<file path="config.mk">
export PLATFORM = sky130hd
export DESIGN_NAME = lvd_ip_core_initialization
export DESIGN_NICKNAME = d
export VERILOG_FILES = /design/src/rtl/lvd_ip_core_initialization.sv
export SDC_FILE = /design/constraint.sdc
export NUM_CORES = 1
export LEC_CHECK = 0
export CAP_MARGIN = 30
export CORE_UTILIZATION = 50
export DETAILED_ROUTE_END_ITERATION = 10
export MAX_ROUTING_LAYER = met4
export PLACE_DENSITY = 0.72
export SETUP_SLACK_MARGIN = 0.4
export SYNTH_ARGS = -nofsm -noshare
export SYNTH_HDL_FRONTEND = slang
export SYNTH_SLANG_ARGS = --single-unit
</file>
<file path="constraint.sdc">
create_clock -name clk -period 2.3 [get_ports clk]
set_input_delay 0.46 -clock clk [delete_from_list [all_inputs] [get_ports clk]]
set_output_delay 0.46 -clock clk [all_outputs]
set_load 0.02 [all_outputs]
</file>
<file path="src/rtl/lvd_ip_core_initialization.sv">
// Reset sequencer for an LVDS SERDES receiver with dynamic phase alignment.
// Latency: outputs are registered; a lock input change is acted on 2 edges after it is first sampled.
// No backpressure: the sequence is paced by the cycle counter and the synchronized lock inputs.
//
// Ports:
//   clk            system clock, all logic on the rising edge
//   reset          synchronous, active-high reset
//   rx_locked      PLL lock from the receiver IP (asynchronous, synchronized here)
//   rx_dpa_locked  DPA lock from the receiver IP (asynchronous, synchronized here)
//   pll_areset     PLL reset to the receiver IP, active-high
//   rx_reset       receiver/DPA reset, active-high
//   rx_fifo_reset  receiver FIFO reset, active-high
//   rx_cda_reset   clock-data-alignment (bitslip) reset, active-high
//
// Sequence: PLL reset -> wait for PLL lock -> DPA training -> FIFO reset ->
// CDA reset -> done. Loss of PLL lock anywhere past WAIT_LOCK restarts from
// the PLL reset; loss of DPA lock in DONE only retrains the DPA.
module lvd_ip_core_initialization #(
    parameter int PLL_RESET_CYCLES  = 8,
    parameter int LOCK_TIMEOUT      = 1024,
    parameter int FIFO_RESET_CYCLES = 4,
    parameter int CDA_RESET_CYCLES  = 4
) (
    input  logic clk,
    input  logic reset,
    input  logic rx_locked,
    input  logic rx_dpa_locked,
    output logic pll_areset,
    output logic rx_reset,
    output logic rx_fifo_reset,
    output logic rx_cda_reset
);

    // The shared counter only has to reach (largest duration - 1).
    localparam int MAX_A   = (PLL_RESET_CYCLES > LOCK_TIMEOUT) ? PLL_RESET_CYCLES : LOCK_TIMEOUT;
    localparam int MAX_B   = (FIFO_RESET_CYCLES > CDA_RESET_CYCLES) ? FIFO_RESET_CYCLES : CDA_RESET_CYCLES;
    localparam int MAX_CYC = (MAX_A > MAX_B) ? MAX_A : MAX_B;
    localparam int CNT_W   = (MAX_CYC > 1) ? $clog2(MAX_CYC) : 1;

    // Terminal counts: a state lasting N cycles leaves on the edge where cnt == N-1.
    localparam logic [CNT_W-1:0] PLL_LAST  = CNT_W'(PLL_RESET_CYCLES - 1);
    localparam logic [CNT_W-1:0] TMO_LAST  = CNT_W'(LOCK_TIMEOUT - 1);
    localparam logic [CNT_W-1:0] FIFO_LAST = CNT_W'(FIFO_RESET_CYCLES - 1);
    localparam logic [CNT_W-1:0] CDA_LAST  = CNT_W'(CDA_RESET_CYCLES - 1);

    typedef enum logic [2:0] {
        IDLE      = 3'd0,
        PLL_RST   = 3'd1,
        WAIT_LOCK = 3'd2,
        DPA_TRAIN = 3'd3,
        FIFO_RST  = 3'd4,
        CDA_RST   = 3'd5,
        DONE      = 3'd6
    } state_t;

    state_t           state;
    state_t           state_nxt;
    logic [CNT_W-1:0] cnt;
    logic [CNT_W-1:0] cnt_nxt;

    // Two-flop synchronizers for the asynchronous lock indications.
    logic lk_meta;
    logic lk;
    logic dlk_meta;
    logic dlk;

    // Output values decoded from the next state, registered below.
    logic pll_areset_nxt;
    logic rx_reset_nxt;
    logic rx_fifo_reset_nxt;
    logic rx_cda_reset_nxt;

    // Next-state logic. Loss of PLL lock is tested before any counter
    // expiry so a lock drop is never masked by a state timing out.
    always_comb begin
        state_nxt = state;
        case (state)
            IDLE: begin
                state_nxt = PLL_RST;
            end
            PLL_RST: begin
                if (cnt == PLL_LAST) begin
                    state_nxt = WAIT_LOCK;
                end
            end
            WAIT_LOCK: begin
                if (lk) begin
                    state_nxt = DPA_TRAIN;
                end else if (cnt == TMO_LAST) begin
                    state_nxt = PLL_RST;
                end
            end
            DPA_TRAIN: begin
                if (!lk) begin
                    state_nxt = PLL_RST;
                end else if (dlk) begin
                    state_nxt = FIFO_RST;
                end else if (cnt == TMO_LAST) begin
                    state_nxt = PLL_RST;
                end
            end
            FIFO_RST: begin
                if (!lk) begin
                    state_nxt = PLL_RST;
                end else if (cnt == FIFO_LAST) begin
                    state_nxt = CDA_RST;
                end
            end
            CDA_RST: begin
                if (!lk) begin
                    state_nxt = PLL_RST;
                end else if (cnt == CDA_LAST) begin
                    state_nxt = DONE;
                end
            end
            DONE: begin
                if (!lk) begin
                    state_nxt = PLL_RST;
                end else if (!dlk) begin
                    state_nxt = DPA_TRAIN;
                end
            end
            default: begin
                state_nxt = IDLE;
            end
        endcase
    end

    // Counter clears on every state entry and only runs in the timed states;
    // IDLE and DONE hold it at zero so it never wraps while parked.
    always_comb begin
        cnt_nxt = cnt;
        if (state_nxt != state) begin
            cnt_nxt = '0;
        end else if (state != IDLE && state != DONE) begin
            cnt_nxt = cnt + CNT_W'(1);
        end
    end

    // Outputs follow the state being entered, so they change on the same
    // edge as the transition rather than one cycle later.
    always_comb begin
        pll_areset_nxt    = 1'b0;
        rx_reset_nxt      = 1'b0;
        rx_fifo_reset_nxt = 1'b0;
        rx_cda_reset_nxt  = 1'b0;
        case (state_nxt)
            PLL_RST: begin
                pll_areset_nxt = 1'b1;
                rx_reset_nxt   = 1'b1;
            end
            WAIT_LOCK: begin
                rx_reset_nxt = 1'b1;
            end
            FIFO_RST: begin
                rx_fifo_reset_nxt = 1'b1;
            end
            CDA_RST: begin
                rx_cda_reset_nxt = 1'b1;
            end
            default: begin
                pll_areset_nxt    = 1'b0;
                rx_reset_nxt      = 1'b0;
                rx_fifo_reset_nxt = 1'b0;
                rx_cda_reset_nxt  = 1'b0;
            end
        endcase
    end

    always_ff @(posedge clk) begin
        if (reset) begin
            state         <= IDLE;
            cnt           <= '0;
            lk_meta       <= 1'b0;
            lk            <= 1'b0;
            dlk_meta      <= 1'b0;
            dlk           <= 1'b0;
            pll_areset    <= 1'b0;
            rx_reset      <= 1'b0;
            rx_fifo_reset <= 1'b0;
            rx_cda_reset  <= 1'b0;
        end else begin
            lk_meta       <= rx_locked;
            lk            <= lk_meta;
            dlk_meta      <= rx_dpa_locked;
            dlk           <= dlk_meta;
            state         <= state_nxt;
            cnt           <= cnt_nxt;
            pll_areset    <= pll_areset_nxt;
            rx_reset      <= rx_reset_nxt;
            rx_fifo_reset <= rx_fifo_reset_nxt;
            rx_cda_reset  <= rx_cda_reset_nxt;
        end
    end

endmodule

</file>
* Yosys cells after proc, flatten, opt, wreduce, memory -nomap -nowiden
Cells that the tools add are included.
** Operators by class
- Add/sub/neg operators :: 1
- Eq/ne operators :: 15
- Reduce and logical (&&, ||, !) cells :: 5
- Multiplexer cells :: 16
** Operator list (count)
- 3-bit 2-to-1 mux :: 11
- 3-bit case mux with 7 select lines :: 1
- 3-bit == test (second input constant) :: 5
- 10-bit by 1-bit adder with 10-bit output (second input constant) :: 1
- 10-bit == test (second input constant) :: 1
- 10-bit by 2-bit == test with 1-bit output (second input constant) :: 1
- 10-bit by 3-bit == test with 1-bit output (second input constant) :: 1
- 3-bit by 2-bit == test with 1-bit output (second input constant) :: 3
- 3-bit by 1-bit == test with 1-bit output (second input constant) :: 2
- 1-bit 2-to-1 mux :: 4
- 2-bit OR reduction :: 2
- 3-bit logical NOT :: 1
- 3-bit inequality test :: 1
- 3-bit inequality test (second input constant) :: 1
- 3-bit nonzero test :: 1
- 1-bit logical AND :: 1
** Storage, ports and cells
- Output and inout bits :: 4
- Word-level logic and storage cells :: 47
- Register bits :: 21
- Input bits :: 4

* Depth between registers and ports, before layout
Gate-level depths: netlist of run 1.
- Word-level depth :: 8
- Gate-level depth with buffers :: 7
- Depth with buffers taken out :: 6

* Worst setup path before layout of run 1
Ideal clock, no wire load.
- Kind :: flip-flop to flip-flop
- From :: register cnt[0]
- To :: register cnt[0]
- Buffers on the path :: 1
- Data arrival time :: 2.178 ns
- Setup slack :: -0.008 ns
- Required time :: 2.170 ns
- Stages on the path, launching flop included :: 8
- Setup time :: 0.130 ns
- Clock period less this slack :: 2.308 ns
- Path through :: dfxtp_1 ha_1 or4b_4 or4_1 a311oi_2 o31a_1 buf_6 nor3_1
** On the way
- Longest elaborated chain between the ends :: 7
- Elaborated cells on any way between the ends :: 16
- Classes of those cells :: add/sub: 1; eq/ne: 4; mux: 10; reduce/logical: 1
** RTL lines
- from (decl) :: RTL line 58 : logic [CNT_W-1:0] cnt;
- from (signal assigned) :: RTL line 188 : cnt <= cnt_nxt;
- 10-bit == test :: RTL line 89, 98
- 3-bit 2-to-1 mux :: RTL line 89, 98
- 3-bit 2-to-1 mux :: RTL line 96 : end else if (dlk) begin
- 3-bit 2-to-1 mux :: RTL line 94 : if (!lk) begin
- 3-bit case mux with 7 select lines :: RTL line 77 : case (state)
- 3-bit inequality test :: RTL line 133 : if (state_nxt != state) begin
- 2-bit OR reduction (no source line)
Several ways; a longest one is shown, not always the timed one.
A chain may end at the register's enable or synchronous reset.

* Final worst setup path of run 1
- From :: register cnt[1]
- To :: register rx_reset
** On the way
- Longest elaborated chain between the ends :: 8
- Elaborated cells on any way between the ends :: 17
- Classes of those cells :: eq/ne: 5; mux: 11; reduce/logical: 1
** RTL lines
- 10-bit == test :: RTL line 89, 98
- 3-bit 2-to-1 mux :: RTL line 89, 98
- 3-bit 2-to-1 mux :: RTL line 96
- 3-bit 2-to-1 mux :: RTL line 94
- 3-bit case mux with 7 select lines (*) :: RTL line 77
- 3-bit by 2-bit == test with 1-bit output / 3-bit by 1-bit == test with 1-bit output (equally long branches) :: RTL line 147 : case (state_nxt)
- 2-bit OR reduction (no source line) (*)
- 1-bit 2-to-1 mux (*) :: RTL line 147
- to (signal assigned) :: RTL line 190 : rx_reset <= rx_reset_nxt;
- to (decl) :: RTL line 29 : output logic rx_reset,
Mark *: on every way between the ends. The rest lies on a longest branch, timed or not.

==> results of run 1 <==
==> area by class of cell <==
cell class	instances	area, um2	share of cell area (%)
Clock buffer	3	22.5	1.63
Tap cell	27	33.8	2.45
Sequential cell	21	427	30.9
Multi-Input combinational cell	88	697	50.5
Timing Repair Buffer	19	176	12.8
Clock inverter	1	5.00	0.363
Inverter	5	18.8	1.36
==> power by group <==
group	switching (mW)	internal, mW
combinational	0.0224	0.0244
clock	0.118	0.0650
sequential	0.00976	0.370
==> cells in the mapped netlist, types with 3 or more instances <==
master / instances / area [um2]
dfxtp_1: 21 / 420
nor3_1: 9 / 45.0
xor2_1: 8 / 70.1
nor2b_1: 7 / 43.8
o21ai_0: 7 / 35.0
nand2_1: 6 / 22.5
nor2_1: 6 / 22.5
clkbuf_1: 5 / 18.8
inv_1: 5 / 18.8
and3_1: 4 / 25.0
a21oi_1: 3 / 15.0
nand2b_1: 3 / 18.8
nor3_2: 3 / 30.0
==> path summary, 6_finish.rpt <==
path | slack (ps) | start | depth (start not counted) | end
min reg2reg | 460 | lk_meta | 1 | lk
min | 460 | lk_meta | 1 | lk
max reg2reg | 40 | cnt[1] | 8 | rx_reset
max | 40 | cnt[1] | 8 | rx_reset
==> what timing repair did <==
action                                  CTS  global route
gates resized for setup                  10             3
setup buffers                             6             0
pin swaps                                 7             1
endpoints found under the setup margin   15            16
==> metal layers <==
layer | routed length [um] | part of all wire [%] | up-vias
met1 | 1120 | 50 | 466
li1 | - | - | 472
met3 | 76 | 3.4 | 2
met2 | 1030 | 46 | 24
met5 | 0 | 0 | -
met4 | 17 | 0.76 | 0
==> per-stage QoR <==
step           util (%)  area (um2)  std cells  TNS [ps]  power (mW)
3_5_place_dp       61.4        1230        154         0       0.431
6_report           68.9        1380        164         0       0.610
4_1_cts            68.5        1370        164         0       0.614
3_3_place_gp       61.4        1230        154         0       0.429
2_1_floorplan         -        1100        120         0       0.412
5_1_grt            68.9        1380        164     -92.1       0.640
==> cells by family after synthesis <==
logic type	after synthesis
AO/OA/AOI/OAI	27
XOR/XNOR	10
adder cells (fa/ha/maj)	1
buffers and inverters	11
flip-flops	21
multiplexers	1
AND/OR/NAND/NOR	49
==> cells in the final DEF, fill, tap and decap left out, types with 2 or more instances in the layout <==
cell / instances
dfxtp_1: 18
buf_4: 10
xor2_1: 8
nor2b_1: 7
o21ai_0: 7
nor3_1: 7
clkdlybuf4s50_1: 7
nand2_1: 6
nor2_1: 6
inv_1: 5
nor3_2: 4
and3_1: 4
nand2b_1: 3
a21oi_1: 3
clkbuf_4: 3
or4_4: 2
a221oi_2: 2
nand4_1: 2
a2111oi_0: 2
o2111ai_1: 2
xnor2_1: 2
dfxtp_2: 2
==> metrics.yaml, run 1 <==
final_antenna_net_count: 0
antenna_found_initial: 0
rsz0062_at_grt: "true"
cp_num_buf_inv: 2
vias: 964
drc_errors: 0
die_w_um: 48.6
grt-busiest-layer: "met2"
gr-total-overflow: 0
start_util_pct: 54.1
arrival_ps: 2510
synth_top_family_by_area: "simple AND/OR/NAND/NOR gates"
largest_reg_flops: 10
nets: 143
syn_nets: 125
synthMuxAreaShare_pct: 0.924
synth_enable_flop_cells: 0
syn_area_per_cell_um2: 9.03
track_usage_pct: 22.4
ys.flop_type: "dfxtp_1"
fin_crit_sh_pct: 98.3
pin_count: 8
synth_compound_area_share_pct: 19.1
cts.sinks: 21
finClkSkew_ps: 8.31
dieArea_um2: 2360
cts_tree: "yes"
clkLatencyLatePin_ps: 310
maxCapViolCount: 0
viasPerCell: 5.88
use_met3_pct: 3.77
top_register: "cnt"
async_flop_share_pct: 0
cts_hold_buf: 0
synth_area_um2: 1080
critPathKind: "flip-flop to flip-flop"
holdWs_ps: 457
path_clk_slew_ps: 120
critPathCaptureType: "flip-flop"
syn_to_final_growth_pct: 27.4
grt_pass1_vias: 872
worstPathCellList: "ha_4 -> or4b_4 -> buf_6 -> o31ai_4 -> a311oi_4 -> buf_4 -> or4_1 -> a21oi_1"
max_freq_mhz: 442
place.gp.congestion: 0.814
design.core.area_um2: 2000
ys_seq_area_share_pct: 38.8
dp_hpwl_mm: 1.47
cpPeakStageDelay_ps: 480
yosys.area_share.adder_pct: 1.15
yosys.area_share.xor_xnor_pct: 8.08
largestRegisters: "cnt: 10 flops, state: 3 flops"
setup_slack_ps: 39.9
clk_path_buf_depth: 2
hold_viol_final: 0
route.detailed.wl_per_inst_um: 13.7
peakVddDrop_v: 0.000427
power.density_nw_per_um2: 442
rows: 16
synth_cell_types: 39
worstMarginPinSlew_ps: 635
h-tree-depth: 1
met2_usage_pct: 32.9
fillers: 171
n_antenna_cell: 0
worstPathRequired_ps: 2550
dp_slack_ps: 20.6
fin_crit_ps: 2260
hold_path.class: "flip-flop to flip-flop"
grt_max_degree: 19
drt_pass1_iterations: 4
drtIter0Drc: 44
ys_seq_elements: 21
cts_root_buf: "clkbuf_4"
critPathTopFamily: "simple AND/OR/NAND/NOR gates"
cp_slowest_cell: "or4b_4"
numCtsBuffers: 3
start_kind: "flip-flop"
setup_viol: 0
synth-simple-area-share_pct: 27.5
ys_warn_count: 0
die_h_um: 48.6
io_buffers: 7
drv_slew: 0
use_met1_pct: 30.6
drt-total-wl_mm: 2.25
syn_inst: 120
drive_gt1_share_pct: 26.3
status: "finished, final reports clean"
critPathMaxFanout: 4
slew_headroom_pct: 57.6
p_leak_nw: 0.488
grt_pass1_wl_mm: 3.95
Note: power is estimated with default switching activity, not from simulation.
==> run 2, diff against run 1 <==
--- a/config.mk
+++ b/config.mk
@@ -11,6 +11,7 @@
 export MAX_ROUTING_LAYER = met4
 export PLACE_DENSITY = 0.72
 export SETUP_SLACK_MARGIN = 0.4
+export SKIP_LAST_GASP = 1
 export SYNTH_ARGS = -nofsm -noshare
 export SYNTH_HDL_FRONTEND = slang
 export SYNTH_SLANG_ARGS = --single-unit
==> results of run 2 <==
Same layout as run 1: the final DEF is identical, and so are final timing and power.
==> run 3, diff against run 2 <==
==> constraint.sdc (replaced) <==
create_clock -name clk -period 2.3 [get_ports clk]
set_input_delay 0.46 -clock clk [delete_from_list [all_inputs] [get_ports clk]]
set_output_delay 0.46 -clock clk [all_outputs]
set_load 0.005 [all_outputs]
==> results of run 3 <==
Same layout as run 1 (identical final DEF). Status: finished, final reports clean.
Main changes from that run: total power 0.610 mW -> 0.608 mW; worst IR drop on VDD 0.000427 V -> 0.000424 V
==> RTL edit 1, RTL diff (config.mk and constraints of run 2) <==
Add an input register stage for `rx_locked` and `rx_dpa_locked`, cleared by the reset; this delays them by one clock.
--- a/src/rtl/lvd_ip_core_initialization.sv
+++ b/src/rtl/lvd_ip_core_initialization.sv
@@ -53,6 +53,19 @@
         DONE      = 3'd6
     } state_t;
 
+    logic rx_locked_q;
+    logic rx_dpa_locked_q;
+
+    always_ff @(posedge clk) begin
+        if (reset) begin
+            rx_locked_q     <= '0;
+            rx_dpa_locked_q <= '0;
+        end else begin
+            rx_locked_q     <= rx_locked;
+            rx_dpa_locked_q <= rx_dpa_locked;
+        end
+    end
+
     state_t           state;
     state_t           state_nxt;
     logic [CNT_W-1:0] cnt;
@@ -180,9 +193,9 @@
             rx_fifo_reset <= 1'b0;
             rx_cda_reset  <= 1'b0;
         end else begin
-            lk_meta       <= rx_locked;
+            lk_meta       <= rx_locked_q;
             lk            <= lk_meta;
-            dlk_meta      <= rx_dpa_locked;
+            dlk_meta      <= rx_dpa_locked_q;
             dlk           <= dlk_meta;
             state         <= state_nxt;
             cnt           <= cnt_nxt;
Behaviour: no difference found for any inputs over 10 cycles, from zero or initial values and one cycle with reset high; that may be too few to reach the edited logic, so the function may still have changed.
==> RTL edit 1 against run 2 <==
Synthesized area is 15% higher. Sequential cell count rose by 2. Power is 6.6% higher. Highest routed layer unchanged. Design area rose by 2.5%. Critical path type unchanged. Wire length is 6.0% higher. Global-route usage decreased by 1.1 points. Worst setup slack improved by 0.28 ns.
==> RTL edit 1: results (changes against run 2) <==
The run finished with clean final reports. The critical-path maximum fanout is 5 (+1). The global-route wire length before repair is 3950 um (-0.18%).

The number of vias per cell came out at 5.72 (-2.7%). The largest individual stage delay along the critical path comes from the cell sky130_fd_sc_hd__or4b_4. The number of CTS-inserted buffers came to 3 (unchanged). The number of placed cells counting well taps is 162 (+5.2%). The final clock skew came out at 0.00575 ns (-0.00256 ns).

The met2 routed wirelength came to 1120 um (+8.1%). The buffer depth of the longest clock path came out at 2 (unchanged). The detailed router used layers up to and including met4. The via count of the first global-routing pass came out at 871 (-0.11%). The worst-margin pin slew is 0.401 ns (-0.235 ns).

The critical path data arrival time was 2.20 ns (-0.31 ns). The number of filler instances in the final layout is 187 (+9.4%). The buffer type at the clock tree root is sky130_fd_sc_hd__clkbuf_4. The largest registers in the layout are cnt x10, state x3. The antenna diode count is 0 (unchanged).

The mean area per synthesized cell is 9.65 um^2 (+6.9%). The detailed-routing wirelength on met1 is 1150 um (+2.9%). The proportion of layout cells with a drive suffix above 1 came out at 24.6% (-1.6 points).

The routed via count came out at 972 (+0.83%). The net count after synthesis was 134 (+7.2%). The count of distinct cell types in the synthesized netlist came out at 52 (+33%). The H-tree depth reported by CTS came out at 1 (unchanged). The number of setup violations in the final report is 0 (unchanged). The count of yosys warnings during synthesis is 0 (unchanged).

The total length of routed met3 wires is 64 um (-16%). The maximum number of pins on one net before global-route repair came to 18 (-1). The clock transition at the registers of the reported paths came out at between 0.1 and 0.15 ns. The HPWL after detailed placement is 1730 um (+18%). The clock insertion delay at the later pin of the skew report is roughly 0.32 ns. The iteration count of the initial detailed-routing pass came to 4 (unchanged). Yosys attributes the largest share of cell area to sky130_fd_sc_hd__dfxtp_1 (37%), sky130_fd_sc_hd__nor2_1 (4.8%), sky130_fd_sc_hd__xnor2_1 (4.2%). The share of flip-flops with an asynchronous set or reset after synthesis came out at 0% (unchanged). The cell leakage power came out at 0.514 nW (+5.1%). After synthesis, the most frequently instantiated cells are sky130_fd_sc_hd__dfxtp_1 (23), sky130_fd_sc_hd__nor2_1 (16), sky130_fd_sc_hd__nand2_1 (8). The initial antenna violation count is 0 (unchanged). The standard cell area after detailed placement is 1340 um^2 (+8.6%). The worst hold path belongs to the class register to register. The worst slack after detailed placement came to 0.324 ns (+0.303 ns). The largest stage delay on the critical path is just under 0.5 ns.

The number of buffer cells added on primary ports is 7 (unchanged). The first-iteration detailed-routing DRC count came out at 19 (-57%). The all-layer global routing usage came to 21.2% (-1.1 points).

The routability-driven placement congestion ratio is 0.844 (+3.6%). The sequential-to-total area share from yosys stat is 37.0% (-1.8 points). The peak ir drop on the vdd network came out at 466 uV (+9.1%). The number of nets in the layout came to 148 (+3.5%). The wire length after detailed routing came to 2380 um (+6.0%).
## RTL edit 1: cell count changes after synthesis, moves of 3 or more
cell,change
sky130_fd_sc_hd__nor3_2,-3
sky130_fd_sc_hd__clkbuf_1,-3
sky130_fd_sc_hd__o21ai_0,-4
sky130_fd_sc_hd__xor2_1,-5
sky130_fd_sc_hd__nor3_1,-9
sky130_fd_sc_hd__xnor2_1,+4
sky130_fd_sc_hd__nor2_1,+10
sky130_fd_sc_hd__and3_1,-3
sky130_fd_sc_hd__buf_6,+3
## RTL edit 1: report_power, final
group / total [W] / leakage, nW / switching, W / internal [W]
Combinational: 0.0000497 / 0.306 / 0.0000241 / 0.0000256
Clock: 0.000191 / 0.0177 / 0.000125 / 0.0000653
Sequential: 0.000410 / 0.190 / 0.00000351 / 0.000407
## RTL edit 1: per-layer routing
layer | vias to the layer above | global-route usage, %
met5 | - | -
met4 | 0 | 10.8
met3 | 6 | 3.51
met2 | 13 | 30.6
met1 | 469 | 28.5
li1 | 484 | -
## RTL edit 1: final timing paths
path | from | end | slack, ns | depth (start not counted)
worst max-delay path | cnt[1]$_SDFFE_PP0P_ | rx_reset$_SDFF_PP0_ | 0.32 | 6
worst min-delay path | dlk_meta$_SDFF_PP0_ | dlk$_SDFF_PP0_ | 0.45 | 1
worst max register to register | cnt[1]$_SDFFE_PP0P_ | rx_reset$_SDFF_PP0_ | 0.32 | 6
worst min register to register | dlk_meta$_SDFF_PP0_ | dlk$_SDFF_PP0_ | 0.45 | 1
## RTL edit 1: layout make-up
class | count | area, um^2 | share of cell area [%]
Inverter | 4 | 15.0 | 1.06
Sequential cell | 23 | 465 | 32.9
Multi-Input combinational cell | 94 | 723 | 51.1
Tap cell | 28 | 35.0 | 2.48
Clock inverter | 1 | 5.00 | 0.354
Timing Repair Buffer | 17 | 149 | 10.5
Clock buffer | 3 | 22.5 | 1.59
## RTL edit 1: critical path: cells and delay by family, from the launching register on
| family | cells | cell delay (ns) |
|---|---|---|
| flip-flops | 1 | 0.38 |
| AO/OA/AOI/OAI | 3 | 0.43 |
| adder cells (fa/ha/maj) | 1 | 0.14 |
| AND/OR/NAND/NOR | 2 | 0.93 |
## RTL edit 1: cells by family (layout without fill, tap and decap cells)
logic type,Yosys count,count (layout),synth area share [%]
simple gates,54,54,25.9
flops,23,23,37.0
compound gates,28,28,20.6
xor+xnor,9,9,6.33
mux,2,2,1.61
fa+ha+maj,1,1,1.00
buf+inv,12,25,7.54
## RTL edit 1: what timing repair did
| item | 4_1_cts | 5_1_grt |
|---|---|---|
| endpoints found under the hold margin | 0 | 0 |
| buffers inserted | 3 | 1 |
| gates resized for setup | 2 | 3 |
| pin swaps | 0 | 2 |
| setup endpoints to repair | 14 | 14 |
| cloned | 0 | 0 |
==> RTL edit 2, RTL diff (config.mk and constraints of run 2) <==
Without the edit above. The parameter `CDA_RESET_CYCLES` goes from 4 to 8.
--- a/src/rtl/lvd_ip_core_initialization.sv
+++ b/src/rtl/lvd_ip_core_initialization.sv
@@ -19,7 +19,7 @@
     parameter int PLL_RESET_CYCLES  = 8,
     parameter int LOCK_TIMEOUT      = 1024,
     parameter int FIFO_RESET_CYCLES = 4,
-    parameter int CDA_RESET_CYCLES  = 4
+    parameter int CDA_RESET_CYCLES  = 8
 ) (
     input  logic clk,
     input  logic reset,
Formal check against the unedited RTL: same outputs for any inputs over 10 cycles, from zero or initial values and one cycle with reset high; that may be too few to reach the edited logic, so the function may still have changed.
==> RTL edit 2 against run 2 <==
Wire length is 10% lower. Power is 4.0% higher. Worst setup slack better by 0.44 ns. Non-clock buffer count is 9 lower. Via count is 5.3% lower. Sequential cell count stayed put. Synthesized area is 4.6% higher. Die area is 4.4% higher. Design area is 8.4% lower. Synthesized cell count is 0.83% higher. Largest power group unchanged.
==> RTL edit 2: results (changes against run 2) <==
The critical path data arrival time is 2.02 ns (-0.49 ns). The H-tree depth reported by CTS is 1 (unchanged). The count of yosys warnings during synthesis came out at 0 (unchanged). Ranked by instance count, the synthesized netlist is headed by sky130_fd_sc_hd__dfxtp_1 (21), sky130_fd_sc_hd__nor2_1 (11), sky130_fd_sc_hd__nor3_2 (10). After synthesis, the cell types taking the most area are sky130_fd_sc_hd__dfxtp_1 (37%), sky130_fd_sc_hd__nor3_2 (8.8%), sky130_fd_sc_hd__xor2_1 (4.6%). The number of nets in the layout is 135 (-5.6%). The peak ir drop on the vdd network came out at 317 uV (-26%). The critical-path maximum fanout is 10 (+6). The reported net switching power was 0.000160 W (+6.5%).

The routed length per placed instance is 13.0 um (-5.4%). The global-route wire length before repair came out at 3720 um (-5.9%). The mean area per synthesized cell came out at 9.37 um^2 (+3.8%).

Among all flip-flop cells after synthesis, the most frequent one is sky130_fd_sc_hd__dfxtp_1. The all-layer global routing usage was 19.9% (-2.5 points). The final clock skew is 0.00102 ns (-0.00729 ns). The worst setup path is launched from a register. In the final layout, the registers with the most flip-flops are cnt x10, state x3.

The routability-driven placement congestion ratio is 0.940 (+15%). The proportion of layout cells with a drive suffix above 1 came out at 22.5% (-3.8 points). The startpoint of the lowest-slack register-to-register path is cnt[0]$_SDFFE_PP0P_. The clock insertion delay at the later pin of the skew report came out at approximately 0.3 ns.

The maximum number of pins on one net before global-route repair came out at 16 (-3). The number of vias per cell is 5.85 (-0.43%). The HPWL after detailed placement is 1500 um (+2.1%). The buffer type at the clock tree root is sky130_fd_sc_hd__clkbuf_4. The wire length after detailed routing is 2020 um (-10%). The via count of the first global-routing pass is 871 (-0.11%).

The share of flip-flops with an asynchronous set or reset after synthesis was 0% (unchanged). The cell leakage power came out at 0.439 nW (-10%). The initial antenna violation count came out at 0 (unchanged). The normalized max-slew margin is 72.8% (+15 points). The number of placed cells counting well taps came out at 151 (-1.9%). The iteration count of the initial detailed-routing pass came out at 4 (unchanged). The net count after synthesis is 126 (+0.80%). The buffer depth of the longest clock path came out at 2 (unchanged). The number of buffer cells added on primary ports is 7 (unchanged). The clock transition at the registers of the reported paths is 0.12 ns (about the same). The number of filler instances in the final layout came out at 190 (+11%). The origin of the worst min-delay path is lk_meta$_SDFF_PP0_. The final setup TNS came to 0 ns (unchanged). The sequential-to-total area share from yosys stat came out at 37.1% (-1.7 points). The run finished with clean final reports. The tightest min-delay check is of the register to register type. The first-iteration detailed-routing DRC count is 22 (-50%). The number of CTS-inserted buffers was 3 (unchanged).

The count of distinct cell types in the synthesized netlist is 41 (+5.1%). The antenna diode count is 0 (unchanged). The number of setup violations in the final report is 0 (unchanged).
[RTL edit 2: power groups by stage]
stage	Combinational [W]	Clock (W)	Sequential [W]
3_3_place_gp	0.0000646	0	0.000393
4_1_cts	0.0000746	0.000185	0.000385
6_report	0.0000736	0.000175	0.000386
5_1_grt	0.0000809	0.000194	0.000387
2_1_floorplan	0.0000501	0	0.000390
3_5_place_dp	0.0000665	0	0.000393
[RTL edit 2: cells by family after synthesis]
group,count (synthesis),share of synthesized area [%]
flops,21,37.1
simple gates,58,35.2
xor+xnor,11,8.50
buf+inv,9,4.63
mux,1,0.883
compound gates,20,12.6
fa+ha+maj,1,1.10
[RTL edit 2: layout make-up]
type	instances	share of cell area, %
clock buffer	3	1.78
clock inverter	1	0.396
inverter	3	0.891
timing repair buffer	10	8.32
sequential	21	33.5
multi-input combinational	91	52.5
tap	27	2.67
[RTL edit 2: layer usage]
layer / part of all wire (%) / up-vias / track usage, %
met2: 48 / 20 / 31.8
met1: 47 / 443 / 25.4
li1: - / 446 / -
met3: 4.3 / 4 / 2.78
met5: 0 / - / -
met4: 1.1 / 0 / 7.14
[RTL edit 2: worst paths after layout]
path                         end  slack, ns  depth (start not counted)
max          cnt[9]$_SDFFE_PP0P_       0.48                          7
min                lk$_SDFF_PP0_       0.45                          1
max reg2reg  cnt[9]$_SDFFE_PP0P_       0.48                          7
min reg2reg        lk$_SDFF_PP0_       0.45                          1
[RTL edit 2: per-stage QoR]
stage	cell area (um^2)	worst slack [ns]	hold slack, ns
4_1_cts	1260	0.454	0.453
2_1_floorplan	1130	0.540	0.414
6_report	1260	0.482	0.447
3_3_place_gp	1210	0.447	0.419
3_5_place_dp	1210	0.392	0.424
5_1_grt	1260	0.400	0.469
[RTL edit 2: what timing repair did]
item / in CTS / in global routing
hold buffers: 0 / 0
setup endpoints to repair: 10 / 14
buffers inserted: 1 / 0
resized for setup: 0 / 3
pin swaps: 1 / 0
[RTL edit 2: worst max-delay path, stage by stage, from the launching register on]
cell	delay, ns
sky130_fd_sc_hd__dfxtp_1	0.39
sky130_fd_sc_hd__ha_1	0.24
sky130_fd_sc_hd__and4_1	0.26
sky130_fd_sc_hd__nand3_4	0.10
sky130_fd_sc_hd__or3_4	0.36
sky130_fd_sc_hd__a21oi_4	0.17
sky130_fd_sc_hd__buf_12	0.15
sky130_fd_sc_hd__nor3_2	0.05
